**config.mk**
```make
export PLATFORM = sky130hd
export DESIGN_NAME = fsqrt_table_loader_flat
export DESIGN_NICKNAME = d
export VERILOG_FILES = /design/src/rtl/fsqrt_table_loader_if.sv /design/src/rtl/fsqrt_table_loader.sv /design/src/flat_wrapper.sv
export SDC_FILE = /design/constraint.sdc
export NUM_CORES = 1
export LEC_CHECK = 0
export ABC_AREA = 1
export CAP_MARGIN = 10
export CORE_MARGIN = 2
export CORE_UTILIZATION = 55
export DETAILED_ROUTE_END_ITERATION = 6
export PLACE_DENSITY = 0.8
export SLEW_MARGIN = 20
export SYNTH_ARGS = -nofsm -noshare
export SYNTH_HDL_FRONTEND = slang
export SYNTH_SLANG_ARGS = --single-unit
```
**constraint.sdc**
```tcl
create_clock -name clk -period 4.4 [get_ports clk]
set_input_delay 0.66 -clock clk [delete_from_list [all_inputs] [get_ports clk]]
set_output_delay 0.66 -clock clk [all_outputs]
set_load 0.01 [all_outputs]
```
**src/rtl/fsqrt_table_loader_if.sv**
```systemverilog
// Byte stream from the host receiver plus the coefficient RAM write port.
interface fsqrt_table_loader_if #(
  parameter int unsigned ADDR_W = 10,
  parameter int unsigned DATA_W = 36
);
  logic [7:0]        rx_data;
  logic              rx_valid;
  logic              rx_ready;
  logic              we;
  logic [ADDR_W-1:0] waddr;
  logic [DATA_W-1:0] wdata;

  // master: the loader; slave: host byte source and RAM write port
  modport master (
    input  rx_data, rx_valid,
    output rx_ready, we, waddr, wdata
  );
  modport slave (
    output rx_data, rx_valid,
    input  rx_ready, we, waddr, wdata
  );
endinterface

```
**src/rtl/fsqrt_table_loader.sv**
```systemverilog
// Fills the fsqrt coefficient table from a little-endian byte stream,
// five bytes per entry, followed by an XOR checksum byte.
module fsqrt_table_loader #(
  parameter int unsigned ADDR_W = 10,
  parameter int unsigned DATA_W = 36
) (
  input  logic                  clk,
  input  logic                  rstn,
  input  logic                  start,
  fsqrt_table_loader_if.master  bus,
  output logic                  busy,
  output logic                  done,
  output logic                  ok,
  output logic                  fmt_err
);

  typedef enum logic [2:0] {S_IDLE, S_BYTE, S_WRITE, S_CSUM, S_DONE} state_t;

  localparam int unsigned       HI_W      = DATA_W - 32;
  // Bits of the fifth byte that fall outside the entry width
  localparam logic [7:0]        HI_MASK   = ~8'((16'h1 << HI_W) - 16'h1);
  localparam logic [ADDR_W-1:0] LAST_ADDR = {ADDR_W{1'b1}};

  state_t            state_q, state_d;
  logic [2:0]        byte_cnt_q, byte_cnt_d;
  logic [ADDR_W-1:0] addr_q, addr_d;
  logic [7:0]        csum_q, csum_d;
  logic [31:0]       buf_q, buf_d;
  logic [ADDR_W-1:0] waddr_d;
  logic [DATA_W-1:0] wdata_d;
  logic              rx_ready_d, we_d;
  logic              busy_d, done_d, ok_d, fmt_err_d;
  logic              accept_c;

  assign accept_c = bus.rx_valid & bus.rx_ready;

  // Next-state and next-output logic
  always_comb begin
    state_d    = state_q;
    byte_cnt_d = byte_cnt_q;
    addr_d     = addr_q;
    csum_d     = csum_q;
    buf_d      = buf_q;
    waddr_d    = bus.waddr;
    wdata_d    = bus.wdata;
    busy_d     = busy;
    done_d     = done;
    ok_d       = ok;
    fmt_err_d  = fmt_err;

    unique case (state_q)
      S_IDLE, S_DONE: begin
        if (start) begin
          state_d    = S_BYTE;
          addr_d     = '0;
          byte_cnt_d = '0;
          csum_d     = '0;
          busy_d     = 1'b1;
          done_d     = 1'b0;
          ok_d       = 1'b0;
          fmt_err_d  = 1'b0;
        end
      end
      S_BYTE: begin
        if (accept_c) begin
          csum_d = csum_q ^ bus.rx_data;
          if (byte_cnt_q == 3'd4) begin
            // Truncating cast drops fifth-byte bits beyond DATA_W
            state_d = S_WRITE;
            waddr_d = addr_q;
            wdata_d = DATA_W'({bus.rx_data, buf_q});
            if ((bus.rx_data & HI_MASK) != 8'h00) fmt_err_d = 1'b1;
          end else begin
            byte_cnt_d = byte_cnt_q + 3'd1;
            buf_d      = {bus.rx_data, buf_q[31:8]};
          end
        end
      end
      S_WRITE: begin
        if (addr_q == LAST_ADDR) begin
          state_d = S_CSUM;
        end else begin
          addr_d     = addr_q + ADDR_W'(1);
          byte_cnt_d = '0;
          state_d    = S_BYTE;
        end
      end
      S_CSUM: begin
        if (accept_c) begin
          state_d = S_DONE;
          done_d  = 1'b1;
          busy_d  = 1'b0;
          ok_d    = (bus.rx_data == csum_q) & ~fmt_err;
        end
      end
      default: state_d = S_IDLE;
    endcase

    rx_ready_d = (state_d == S_BYTE) || (state_d == S_CSUM);
    we_d       = (state_d == S_WRITE);
  end

  // State and registered outputs
  always_ff @(posedge clk or negedge rstn) begin
    if (!rstn) begin
      state_q      <= S_IDLE;
      byte_cnt_q   <= '0;
      addr_q       <= '0;
      csum_q       <= '0;
      buf_q        <= '0;
      bus.rx_ready <= 1'b0;
      bus.we       <= 1'b0;
      bus.waddr    <= '0;
      bus.wdata    <= '0;
      busy         <= 1'b0;
      done         <= 1'b0;
      ok           <= 1'b0;
      fmt_err      <= 1'b0;
    end else begin
      state_q      <= state_d;
      byte_cnt_q   <= byte_cnt_d;
      addr_q       <= addr_d;
      csum_q       <= csum_d;
      buf_q        <= buf_d;
      bus.rx_ready <= rx_ready_d;
      bus.we       <= we_d;
      bus.waddr    <= waddr_d;
      bus.wdata    <= wdata_d;
      busy         <= busy_d;
      done         <= done_d;
      ok           <= ok_d;
      fmt_err      <= fmt_err_d;
    end
  end

endmodule

```
**src/flat_wrapper.sv**
```systemverilog
// flat-port wrapper written by rule: the top's interface ports become plain ports
module fsqrt_table_loader_flat 
#(
  parameter int unsigned ADDR_W = 10,
  parameter int unsigned DATA_W = 36
)
  (clk, rstn, start, busy, done, ok, fmt_err, bus_rx_data, bus_rx_valid, bus_rx_ready, bus_we, bus_waddr, bus_wdata);
  fsqrt_table_loader_if #(.ADDR_W(ADDR_W), .DATA_W(DATA_W)) bus_i ();
  input  logic clk;
  input  logic rstn;
  input  logic start;
  output logic busy;
  output logic done;
  output logic ok;
  output logic fmt_err;
  input wire logic [$bits(bus_i.rx_data)-1:0] bus_rx_data;
  input wire logic [$bits(bus_i.rx_valid)-1:0] bus_rx_valid;
  output wire logic [$bits(bus_i.rx_ready)-1:0] bus_rx_ready;
  output wire logic [$bits(bus_i.we)-1:0] bus_we;
  output wire logic [$bits(bus_i.waddr)-1:0] bus_waddr;
  output wire logic [$bits(bus_i.wdata)-1:0] bus_wdata;
  assign bus_i.rx_data = bus_rx_data;
  assign bus_i.rx_valid = bus_rx_valid;
  assign bus_rx_ready = bus_i.rx_ready;
  assign bus_we = bus_i.we;
  assign bus_waddr = bus_i.waddr;
  assign bus_wdata = bus_i.wdata;
  fsqrt_table_loader #(.ADDR_W(ADDR_W), .DATA_W(DATA_W)) u_core (.clk(clk), .rstn(rstn), .start(start), .bus(bus_i), .busy(busy), .done(done), .ok(ok), .fmt_err(fmt_err));
endmodule
```
==> impl_metrics.py, run 1 <==
metrics = {
    "run_status": {
        "outcome": "complete, no violations",
    },
    "worst_setup_path": {
        "worst_setup_path_start_kind": "primary input",
        "worstSetupPathType": "primary input to flop",
        "cp-end-kind": "flop",
        "cp_data_arrival_time_ps": 2790,
        "cp.required_ps": 4650,
        "cp_max_fo": 51,
    },
    "place": {
        "dp_cells": 657,
        "numPortBuffers": 63,
        "place_ws_ps": 1439,
        "hpwl_microns": 5783,
        "gp_congestion": 0.8811,
        "post_dp_cell_area_sq_um": 5205,
    },
    "clocking": {
        "cts_root_buffer": "clkbuf_8",
        "cts_sinks": 108,
        "post_cts_resized": 0,
        "cts_hold_buf": 0,
        "cts_inserted_buffers": 9,
        "clock_latency_ps": 370,
        "htreeDepth": 3,
        "clock_path_buffers": 2,
        "clk_pin_slew_ps": 110,
        "cts_tree": "built",
        "cts_setup_buffers": 0,
    },
    "sta": {
        "fin_crit_ps": 2538,
        "setup_tns_ps": 0,
        "clock-skew-final_ps": 9.755,
        "final.period_utilization_pct": 57.69,
        "max_freq_mhz": 394.0,
        "slew_violations": 0,
        "worst_slack_ps": 1862,
        "slew_headroom_pct": 34.34,
        "finalSetupViolations": 0,
        "rsz0062_at_grt": "false",
        "hold_viol": 0,
        "worst_pin_slew_ps": 981.5,
    },
    "final_layout": {
        "final_cell_count_no_fill": 673,
        "drive_above_1_share_pct": 6.338,
        "nets": 578,
        "area_growth_pct": 19.98,
        "antenna_cells": 0,
        "fin_area_sq_um": 5418,
        "fillCellCount": 675,
    },
    "detailed_routing": {
        "wire_per_inst_microns": 12.67,
        "viasPerCell": 5.058,
        "drtIter0Drc": 177,
        "drc": 0,
        "first_pass_iters": 4,
        "wirelength_microns": 8528,
        "dr_total_vias": 3404,
        "ant_nets": 0,
    },
    "floorplanning": {
        "row_count": 33,
        "core_sq_um": 8093,
        "die_h_microns": 94.61,
        "fp.dieW_microns": 94.61,
        "io_pins": 64,
        "start_util_pct": 55.80,
        "die-area_sq_um": 8951,
    },
    "power": {
        "combPwrFrac_pct": 38.3,
        "finalPower_mw": 3.661,
        "internal-power_mw": 2.276,
        "power_frac_seq_pct": 44.5,
        "power.density_nw_per_um2": 675.8,
        "ir_worst_vdd_v": 0.0004717,
        "power_leakage_nw": 2.627,
        "switching_share_pct": 37.84,
        "switchingPower_mw": 1.385,
        "power_frac_clock_pct": 17.2,
    },
    "synth": {
        "seq_area_frac_synth_pct": 59.85,
        "synth_seq_cells": 108,
        "synth.distinct_cells": 25,
        "yosys_warnings": 0,
        "synth_edf_count": 0,
        "synth_top_area_share_pct": 59.85,
        "netlist_instances": 504,
        "synth_nets": 519,
        "yosysTopAreaCell": "dfrtp_1",
        "avgSynthCellArea_sq_um": 8.959,
        "synthFlopType": "dfrtp_1",
        "async_reset_ff_share_pct": 100.0,
        "syn_area_sq_um": 4516,
        "ys_top_cells_by_area": "dfrtp_1 (60%), nand2_1 (13%), o21ai_0 (8.3%), inv_1 (4.7%), nor2_1 (2.2%)",
    },
    "grt": {
        "antenna_found_initial": 0,
        "grt_pass1_vias": 3146,
        "grt-ovfl-total": 0,
        "grt_max_degree": 89,
        "grt_first_pass_wirelength_microns": 14480,
        "track_usage_pct": 20.71,
    },
    "min_path": {
        "hp-class": "primary input to asynchronous set/reset pin",
    },
    "job": {
        "maxCapViolCount": 0,
    },
}
## stage by stage
step / hold slack (ps) / utilization, %
2_1_floorplan: 364.4 / -
5_1_grt: 385.8 / 66.95
4_1_cts: 482.5 / 66.90
3_5_place_dp: 456.7 / 64.32
6_report: 315.9 / 66.95
3_3_place_gp: 458.9 / 64.32
## power groups by stage
stage	registers, mW	clock network [mW]	logic (mW)
after CTS	1.63	0.639	1.42
after global placement	1.64	0	1.35
after detailed placement	1.65	0	1.41
final	1.63	0.630	1.40
after global routing	1.68	0.679	1.61
after floorplan	1.68	0	0.804
## kinds of logic after synthesis
kind of cell | synth area share, %
AO/OA/AOI/OAI | 10.00
XOR/XNOR | 2.328
adder cells (fa/ha/maj) | 0.8313
buffers and inverters | 6.927
flip-flops | 59.85
AND/OR/NAND/NOR | 20.06
## area by class of cell
cell class / instances / area (sq um) / area share, %
timing repair buffer: 65 / 646.9 / 11.94
clock buffer: 9 / 123.9 / 2.286
tap: 105 / 131.4 / 2.425
inverter: 60 / 225.2 / 4.157
clock inverter: 7 / 85.08 / 1.570
multi-input combinational: 319 / 1503 / 27.74
sequential: 108 / 2703 / 49.88
## routing by layer
metal	global-route usage [%]	wire length [microns]	vias to the layer above	part of all wire, %
li1	-	-	1693	-
met1	30.32	4078	1625	48
met2	30.97	3979	77	47
met3	5.587	375	9	4.4
met4	5.314	94	0	1.1
met5	0	0	-	0
## synth_stat cells, types with 2 or more instances
master,number
buf_2,8
nand3_1,15
inv_1,57
xor2_1,3
ha_1,3
nor2_1,27
o311ai_0,2
nor2_2,5
clkbuf_1,7
dfrtp_1,108
nand4_1,6
o22ai_1,2
nand2_1,159
o21ai_1,4
xnor2_1,9
inv_2,3
o21ai_0,75
nand3_2,4
## sequential cells by signal, summed over array words and instances (netlist names)
signal               cells
u_core.bus.waddr        10
u_core.bus.rx_ready      1
u_core.done              1
u_core.addr_q           10
u_core.fmt_err           1
u_core.bus.wdata        36
u_core.state_q           3
u_core.ok                1
u_core.byte_cnt_q        3
u_core.buf_q            32
u_core.busy              1
u_core.bus.we            1
u_core.csum_q            8
## path summary, 6_finish.rpt
| check | start | to | slack (ps) | cells after the start |
|---|---|---|---|---|
| max | bus_rx_valid | u_core.bus.wdata[31]$_DFFE_PN0P_ | 1860 | 7 |
| min reg2reg | u_core.buf_q[5]$_DFFE_PN0P_ | u_core.bus.wdata[5]$_DFFE_PN0P_ | 480 | 2 |
| min in group clk | u_core.buf_q[5]$_DFFE_PN0P_ | u_core.bus.wdata[5]$_DFFE_PN0P_ | 480 | 2 |
| min | rstn | u_core.bus.wdata[7]$_DFFE_PN0P_ | 320 | 1 |
| max in group asynchronous | rstn | u_core.bus.wdata[30]$_DFFE_PN0P_ | 3270 | 2 |
| max reg2reg | u_core.state_q[1]$_DFF_PN0_ | u_core.bus.wdata[31]$_DFFE_PN0P_ | 1940 | 7 |
## worst max-delay path, stage by stage
cell,delay (ps)
clkdlybuf4s50_1,450
nand2_1,80
inv_1,150
nand3_2,700
buf_4,530
nand2_1,90
o21ai_0,80
## cell usage in the layout, fill, tap and decap left out, types with 4 or more instances in the layout
master and instances:
nand2_1 158, dfrtp_1 108, o21ai_0 75, clkdlybuf4s50_1 62
inv_1 57, nor2_1 27, nand3_1 15, xnor2_1 9
clkbuf_8 9, nand4_1 6, nor2_2 5, nand3_2 4
o21ai_1 4
No activity file was read; power rests on OpenSTA's default activity.
==> inputs of run 2 (changes only) <==
Settings changed: CORE_UTILIZATION 55 to 54, PLACE_DENSITY 0.8 to 0.79.
Clock period 4.4 ns to 2.6 ns, I/O delays scaled along.
==> run 2 against run 1 <==
  * Final area rose by 0.76%
  * Highest routed layer unchanged
  * Combinational power grew 74%
  * Clock-buffer cell count stayed put
  * Setup slack got worse by 1100 ps
  * Sequential share of layout area shrank 0.38 points
  * Sequential power grew 70%
  * Worst hold slack worse by 310 ps
  * First-iteration DRC count grew 46%
  * Non-clock buffer count increased by 3
  * Clock power is 67% higher
  * Clock skew shrank 2.2 ps
  * Largest cell class unchanged
  * Total power increased by 71%
==> impl_metrics.py, run 2 (same netlist as run 1, synthesis figures left out) <==
metrics = {
    "detailed_routing": {
        "drtIter0Drc": 258,
        "wire_per_inst_microns": 13.14,
        "first_pass_iters": 5,
        "dr_total_vias": 3449,
        "drc": 0,
        "wirelength_microns": 8885,
        "ant_nets": 0,
        "viasPerCell": 5.102,
    },
    "floorplanning": {
        "io_pins": 64,
        "core_sq_um": 8175,
        "row_count": 33,
        "die-area_sq_um": 9110,
        "die_h_microns": 95.45,
        "start_util_pct": 55.23,
        "fp.dieW_microns": 95.45,
    },
    "clocking": {
        "clk_pin_slew_ps": 100,
        "cts_inserted_buffers": 9,
        "clock_latency_ps": 370,
        "post_cts_resized": 0,
        "cts_sinks": 108,
        "cts_setup_buffers": 0,
        "cts_root_buffer": "clkbuf_8",
        "cts_hold_buf": 0,
        "cts_tree": "built",
        "htreeDepth": 3,
        "clock_path_buffers": 2,
    },
    "final_layout": {
        "drive_above_1_share_pct": 6.830,
        "regMostFlops": "u_core.bus.wdata",
        "layout_common_cells": "nand2_1 (158), dfrtp_1 (108), o21ai_0 (75)",
        "area_growth_pct": 20.89,
        "final_common_cell": "nand2_1",
        "antenna_cells": 0,
        "final_cell_count_no_fill": 676,
        "nets": 581,
        "reg_top3": "u_core.bus.wdata x36, u_core.buf_q x32",
        "largest_register_ffs": 36,
    },
    "run_status": {
        "outcome": "complete, no violations",
    },
    "grt": {
        "track_usage_pct": 21.63,
        "grt_max_degree": 87,
        "antenna_found_initial": 0,
        "grt-ovfl-total": 0,
        "grt_pass1_vias": 3322,
        "grt_first_pass_wirelength_microns": 15300,
    },
    "worst_setup_path": {
        "r2r_cells": 7,
        "worstSetupPathType": "flop to flop",
        "r2r-start": "u_core.state_q[1]$_DFF_PN0_",
        "slowest_stage": "dfrtp_1",
        "critPathMaxStageDelay_ps": 430,
        "worst_setup_path_start_kind": "flop",
        "path_cells": "inv_1 -> nand3_2 -> nor2_2 -> nand2_2 -> buf_4 -> nand2_1 -> o21ai_0",
        "cp_max_fo": 25,
        "cp-end-kind": "flop",
        "cp.required_ps": 2850,
        "r2r-end": "u_core.buf_q[14]$_DFFE_PN0P_",
        "reg2reg_slack_ps": 760,
        "cp_data_arrival_time_ps": 2090,
        "startpoint": "u_core.state_q[1]$_DFF_PN0_",
    },
    "sta": {
        "hold_viol": 0,
        "setup_tns_ps": 0,
        "slew_violations": 0,
        "worst_pin_slew_ps": 582.6,
        "finalSetupViolations": 0,
        "slew_headroom_pct": 61.16,
        "max_freq_mhz": 543.1,
        "clock-skew-final_ps": 7.523,
        "fin_crit_ps": 1841,
        "final.period_utilization_pct": 70.81,
        "rsz0062_at_grt": "false",
    },
    "place": {
        "numPortBuffers": 63,
        "gp_congestion": 0.8729,
        "dp_cells": 660,
        "hpwl_microns": 6391,
    },
    "power": {
        "ir_worst_vdd_v": 0.0006094,
        "internal-power_mw": 3.876,
        "switchingPower_mw": 2.380,
        "switching_share_pct": 38.05,
        "power_frac_clock_pct": 16.8,
        "combPwrFrac_pct": 39.0,
        "power_leakage_nw": 2.640,
        "power.density_nw_per_um2": 1146,
        "power_frac_seq_pct": 44.2,
    },
    "min_path": {
        "hp-class": "primary input to asynchronous set/reset pin",
    },
    "job": {
        "maxCapViolCount": 0,
    },
}
run 2: layer usage:
| layer | vias up | track usage (%) | share of wire, % |
|---|---|---|---|
| met2 | 82 | 35.04 | 48 |
| met4 | 0 | 6.071 | 1.0 |
| met1 | 1650 | 29.57 | 46 |
| li1 | 1707 | - | - |
| met5 | - | 0 | 0 |
| met3 | 10 | 4.980 | 4.5 |
run 2: metrics by stage:
step                setup slack, ps  cell area (sq um)  hold slack, ps  power (mW)  utilization (%)
floorplan                      1153               4516           94.41       4.201                -
global placement              720.9               5253           422.0       5.095            64.25
detailed placement            632.0               5253           428.6       5.253            64.25
CTS                           723.3               5459           17.14       6.308            66.77
global route                  564.3               5459           32.90       6.775            66.77
finish                        758.8               5459           9.016       6.256            66.77
run 2: worst max path at each step:
stage | slack, ps | cells past startpoint | end
finish | 760 | 7 | u_core.buf_q[14]$_DFFE_PN0P_
global route | 560 | 6 | u_core.buf_q[25]$_DFFE_PN0P_
CTS | 720 | 6 | u_core.buf_q[14]$_DFFE_PN0P_
detailed placement | 630 | 7 | u_core.buf_q[14]$_DFFE_PN0P_
global placement | 720 | 7 | u_core.buf_q[14]$_DFFE_PN0P_
floorplan | 1150 | 10 | u_core.buf_q[0]$_DFFE_PN0P_
run 2: power groups by stage:
stage	sequential [mW]	combinational, mW	clock [mW]
5_1_grt	2.85	2.78	1.15
3_3_place_gp	2.77	2.33	0
2_1_floorplan	2.84	1.36	0
3_5_place_dp	2.79	2.46	0
4_1_cts	2.76	2.47	1.07
6_report	2.77	2.44	1.05
run 2: area by class of cell:
class / count / area [sq um]
Sequential cell: 108 / 2703
Clock inverter: 7 / 82.58
Tap cell: 105 / 131.4
Inverter: 60 / 225.2
Multi-Input combinational cell: 319 / 1503
Timing Repair Buffer: 68 / 690.7
Fill cell: 671 / 2716
Clock buffer: 9 / 123.9
run 2: critical path: cells and delay by family (launching register included):
| kind | cells | cell delay [ps] |
|---|---|---|
| AO/OA/AOI/OAI | 1 | 90 |
| buffers and inverters | 2 | 410 |
| AND/OR/NAND/NOR | 4 | 790 |
| flip-flops | 1 | 430 |
==> inputs of run 3 (changes only) <==
Clock period 2.6 ns to 1.8 ns, I/O delays scaled along.
==> run 3 against run 2 <==
  * First-iteration DRC count shrank 29%
  * Routed wire length grew 1.5%
  * Flip-flop and latch count is the same
  * Final cell count grew 1.2%
  * Core utilization grew 0.84 points
  * Largest power group unchanged
  * Worst hold slack gained 290 ps
  * Final area grew 1.3%
  * Critical endpoint is now u_core.byte_cnt_q[2]$_DFFE_PN0P_
  * Global-route usage grew 0.096 points
  * Combinational power grew 51%
  * Fmax grew 12%
  * Critical path type unchanged
==> impl_metrics.py, run 3 (same netlist as run 1, synthesis figures left out) <==
metrics = {
    "floorplanning": {
        "die_h_microns": 95.45,
        "row_count": 33,
        "fp.dieW_microns": 95.45,
        "start_util_pct": 55.23,
        "io_pins": 64,
        "die-area_sq_um": 9110,
        "core_sq_um": 8175,
    },
    "clocking": {
        "clock_path_buffers": 2,
        "clock_latency_ps": 370,
        "clk_pin_slew_ps": 110,
        "cts_inserted_buffers": 9,
        "cts_tree": "built",
        "cts_setup_buffers": 0,
        "htreeDepth": 3,
        "cts_sinks": 108,
        "cts_root_buffer": "clkbuf_8",
    },
    "sta": {
        "max_freq_mhz": 608.3,
        "finalSetupViolations": 0,
        "fin_crit_ps": 1644,
        "slew_violations": 0,
        "rsz0062_at_grt": "false",
        "hold_slack_ps": 298.6,
        "clock-skew-final_ps": 19.82,
        "final.period_utilization_pct": 91.33,
        "hold_viol": 0,
        "setup_tns_ps": 0,
        "slew_headroom_pct": 71.80,
        "worst_pin_slew_ps": 417.7,
    },
    "detailed_routing": {
        "drc": 0,
        "viasPerCell": 5.047,
        "drtIter0Drc": 183,
        "wirelength_microns": 9019,
        "dr_total_vias": 3452,
        "ant_nets": 0,
        "wire_per_inst_microns": 13.19,
        "first_pass_iters": 4,
    },
    "worst_setup_path": {
        "cp.buffers_inverters": 1,
        "crit_family": "simple AND/OR/NAND/NOR gates",
        "slowest_stage": "dfrtp_1",
        "cp_data_arrival_time_ps": 1940,
        "cp-end-kind": "flop",
        "worstSetupPathType": "flop to flop",
        "cp_max_fo": 6,
        "cp.required_ps": 2100,
        "critPathMaxStageDelay_ps": 440,
        "worst_setup_path_start_kind": "flop",
        "path_cells": "ha_1 -> nand2_1 -> nor2_2 -> nand3_2 -> nor2_2 -> inv_2 -> nand2_1 -> nand2_1 -> nand2_1",
        "path_common_cell": "nand2_1",
    },
    "grt": {
        "grt-ovfl-total": 0,
        "antenna_found_initial": 0,
        "track_usage_pct": 21.72,
        "grt_first_pass_wirelength_microns": 15440,
        "grt_pass1_vias": 3317,
        "grt_max_degree": 72,
    },
    "place": {
        "hpwl_microns": 6560,
        "gp_congestion": 0.8930,
        "numPortBuffers": 63,
    },
    "final_layout": {
        "finish.utilization_pct": 67.62,
        "regMostFlops": "u_core.bus.wdata",
        "nets": 589,
        "layout_common_cells": "nand2_1 (158), dfrtp_1 (108), o21ai_0 (75)",
        "area_growth_pct": 22.42,
        "antenna_cells": 0,
        "largest_register_ffs": 36,
        "final_common_cell": "nand2_1",
        "reg_top3": "u_core.bus.wdata x36, u_core.buf_q x32",
        "drive_above_1_share_pct": 7.945,
    },
    "min_path": {
        "hp-class": "primary input to asynchronous set/reset pin",
    },
    "run_status": {
        "outcome": "complete, no violations",
    },
    "power": {
        "ir_worst_vdd_v": 0.0008779,
        "power_leakage_nw": 2.686,
        "power.density_nw_per_um2": 1636,
    },
    "job": {
        "maxCapViolCount": 0,
    },
}
[run 3: power breakdown]
group	leakage, nW	switching (mW)	internal [mW]
clock network	0.0921	0.845	0.526
logic	1.19	2.02	1.67
registers	1.40	0.599	3.39
total	2.69	3.46	5.58
[run 3: path summary, 6_finish.rpt]
kind                                         startpoint                                to  slack [ps]  cells past startpoint
max                        u_core.addr_q[0]$_DFFE_PN0P_  u_core.byte_cnt_q[2]$_DFFE_PN0P_         160                      9
min                                                rstn   u_core.bus.wdata[7]$_DFFE_PN0P_         300                      2
max reg2reg                u_core.addr_q[0]$_DFFE_PN0P_  u_core.byte_cnt_q[2]$_DFFE_PN0P_         160                      9
min reg2reg                 u_core.buf_q[2]$_DFFE_PN0P_   u_core.bus.wdata[2]$_DFFE_PN0P_         490                      2
max in group asynchronous                          rstn  u_core.byte_cnt_q[1]$_DFFE_PN0P_         950                      3
min in group clk            u_core.buf_q[2]$_DFFE_PN0P_   u_core.bus.wdata[2]$_DFFE_PN0P_         490                      2
[run 3: metrics by stage]
| stage | cells | setup slack (ps) | power [mW] | area, sq um |
|---|---|---|---|---|
| after CTS | 684 | 159.8 | 9.102 | 5523 |
| final | 684 | 156.1 | 9.044 | 5528 |
| after global routing | 684 | 36.38 | 9.799 | 5528 |
| after floorplan | 504 | 352.8 | 6.068 | 4516 |
| after detailed placement | 667 | 73.80 | 7.723 | 5330 |
| after global placement | 667 | 185.1 | 7.506 | 5330 |
[run 3: metal layers]
layer,GRT usage (%),vias up,share of wire (%)
li1,-,1725,-
met1,30.35,1630,47
met2,34.39,80,47
met3,3.320,17,3.9
met4,8.690,0,2.3
met5,0,-,0
[run 3: worst reg2reg max path, delay by kind of cell (launching register included)]
| family | cells | cell delay [ps] |
|---|---|---|
| adders and majority gates | 1 | 220 |
| buffers and inverters | 1 | 90 |
| DFF | 1 | 440 |
| and+or+nand+nor | 7 | 830 |
[run 3: timing repair]
item	CTS	global route
endpoints found under the setup margin	0	1
endpoints found under the hold margin	14	0
resized for setup	0	1
hold buffers	1	0
[run 3: cell type report]
class | count | area, sq um
Sequential cell | 108 | 2703
Multi-Input combinational cell | 319 | 1508
Inverter | 60 | 225.2
Clock inverter | 7 | 58.81
Timing Repair Buffer | 76 | 778.2
Fill cell | 671 | 2648
Tap cell | 105 | 131.4
Clock buffer | 9 | 123.9
==> RTL change, RTL diff (settings of run 3) <==
`DATA_W` is set to 36 in 3 places; all go to 54.
--- a/src/rtl/fsqrt_table_loader_if.sv
+++ b/src/rtl/fsqrt_table_loader_if.sv
@@ -3,3 +3,3 @@
   parameter int unsigned ADDR_W = 10,
-  parameter int unsigned DATA_W = 36
+  parameter int unsigned DATA_W = 54
 );
--- a/src/rtl/fsqrt_table_loader.sv
+++ b/src/rtl/fsqrt_table_loader.sv
@@ -4,3 +4,3 @@
   parameter int unsigned ADDR_W = 10,
-  parameter int unsigned DATA_W = 36
+  parameter int unsigned DATA_W = 54
 ) (
--- a/src/flat_wrapper.sv
+++ b/src/flat_wrapper.sv
@@ -4,3 +4,3 @@
   parameter int unsigned ADDR_W = 10,
-  parameter int unsigned DATA_W = 36
+  parameter int unsigned DATA_W = 54
 )
Ports: changed (resized bus_wdata); port bits go from 64 to 82. The function was not compared with the original's and may differ.
==> RTL change against run 3 <==
Sequential cell count grew 3. Setup slack lost 41 ps. Largest power group unchanged. Maximum frequency shrank 2.4%. Sequential power grew 1%. Die area grew 11%. Combinational power is essentially flat. Final area grew 7.1%. Total power grew 1.7%. Synthesized cell count grew 4.2%. Wire length grew 4.4%. Synthesized area grew 12%.
==> RTL change: results (changes against run 3) <==
[pwr]
leakage_nw=2.870  ; was 2.686 nW
vdd.ir_drop.worst_uv=898.6  ; was 877.9 µV
power.net_switching_mw=3.440  ; was 3.460 mW

[grt]
grt_max_degree=66  ; was 72
grt_util_met3_pct=2.913  ; was 3.320%
grt_pass1_vias=3464  ; was 3,317
grt_pass1_wl_um=16040  ; was 15,440 µm
use_met1_pct=27.53  ; was 30.35%
gr-usage-all-layers_pct=19.99  ; was 21.72%
use_met2_pct=31.74  ; was 34.39%

[placement]
dpl.hpwl_um=6663  ; was 6560 µm
gp_congestion=0.8398  ; was 0.8930
port_buffers=66  ; was 63
placed_area_um2=5714  ; was 5330 µm²

[critical_path]
r2r_setup_slack_ps=110  ; was 160 ps
r2r_cells=8  ; was 9
reg2reg_to=u_core.addr_q[3]  ; was u_core.byte_cnt_q[2]
reg2reg_from=u_core.addr_q[1]  ; was u_core.addr_q[0]

[final_layout]
drive_gt1_share_pct=17.73  ; was 7.945%
n_fill_cell=752  ; was 671
fin_nets=608  ; was 589

[yosys]
netlist_top_cells_count=146 x nand2_1, 111 x dfrtp_1, 56 x inv_1  ; was 159 x nand2_1, 108 x dfrtp_1, 75 x o21ai_0
ys_seq_area_share_pct=55.14  ; was 59.85%
synth_cell_type_count=29  ; was 25
synth_area_leaders=dfrtp_1 55%, nand2_1 11%, o21ai_2 9.2%  ; was dfrtp_1 60%, nand2_1 13%, o21ai_0 8.3%
synth_compound_area_share_pct=13.49  ; was 10.00%
synthXorXnorAreaFrac_pct=1.391  ; was 2.328%

[sta]
max_slew_margin_pct=61.98  ; was 71.80%
skew_ps=13.04  ; was 19.82 ps
fin_hold_ws_ps=436.9  ; was 298.6 ps

[routing]
drtIter0Drc=200  ; was 183
viasPerCell=5.055  ; was 5.047
avgRoutedWirePerCell_um=13.28  ; was 13.19 µm

[outcome]
status=finished, final reports clean  ; unchanged

[cts]
hold_buffers=1  ; unchanged

==> RTL change: cell count changes after synthesis, moves of 4 or more <==
cell,change
nand3_1,+6
o21ai_2,+53
o21ai_1,+16
buf_2,-6
nor2_1,-12
nand2_2,+10
clkbuf_1,-7
nand2_1,-13
o31ai_1,+4
buf_6,+16
xnor2_1,-5
buf_4,+15
o21ai_0,-61
==> RTL change: power groups by stage <==
| stage | Combinational (mW) | Sequential [mW] | Clock [mW] |
|---|---|---|---|
| floorplan | 2.26 | 4.15 | 0 |
| global placement | 3.57 | 4.04 | 0 |
| detailed placement | 3.71 | 4.07 | 0 |
| CTS | 3.73 | 4.04 | 1.52 |
| global route | 4.10 | 4.14 | 1.64 |
| finish | 3.67 | 4.03 | 1.50 |
==> RTL change: routing by layer <==
layer	vias up	share of wire, %	wire length (µm)
met5	-	0	0
met4	0	1.8	165
met3	13	3.3	312
met2	75	48	4535
met1	1718	47	4399
li1	1778	-	-
==> RTL change: per-stage QoR <==
| stage | cells | setup WS [ps] |
|---|---|---|
| after floorplan | 539 | 427.3 |
| after global placement | 692 | 143.3 |
| after detailed placement | 692 | 76.66 |
| after CTS | 709 | 169.3 |
| after global routing | 709 | 0.2518 |
| final | 709 | 114.9 |
==> RTL change: final cells by class <==
class / count / area, µm² / share of cell area, %
tap: 111 / 138.9 / 2.346
timing repair buffer: 78 / 800.8 / 13.52
clock inverter: 6 / 68.82 / 1.162
multi-input combinational: 331 / 1769 / 29.88
inverter: 62 / 237.7 / 4.015
sequential: 111 / 2778 / 46.91
clock buffer: 10 / 127.6 / 2.156
==> RTL change: critical path, cell delays in order (launching register included) <==
cell,delay (ps)
dfrtp_1,440
ha_1,230
nand3_1,140
inv_1,90
nand3_1,110
nor2_1,60
nor2_2,250
nand2_1,130
o21ai_0,130
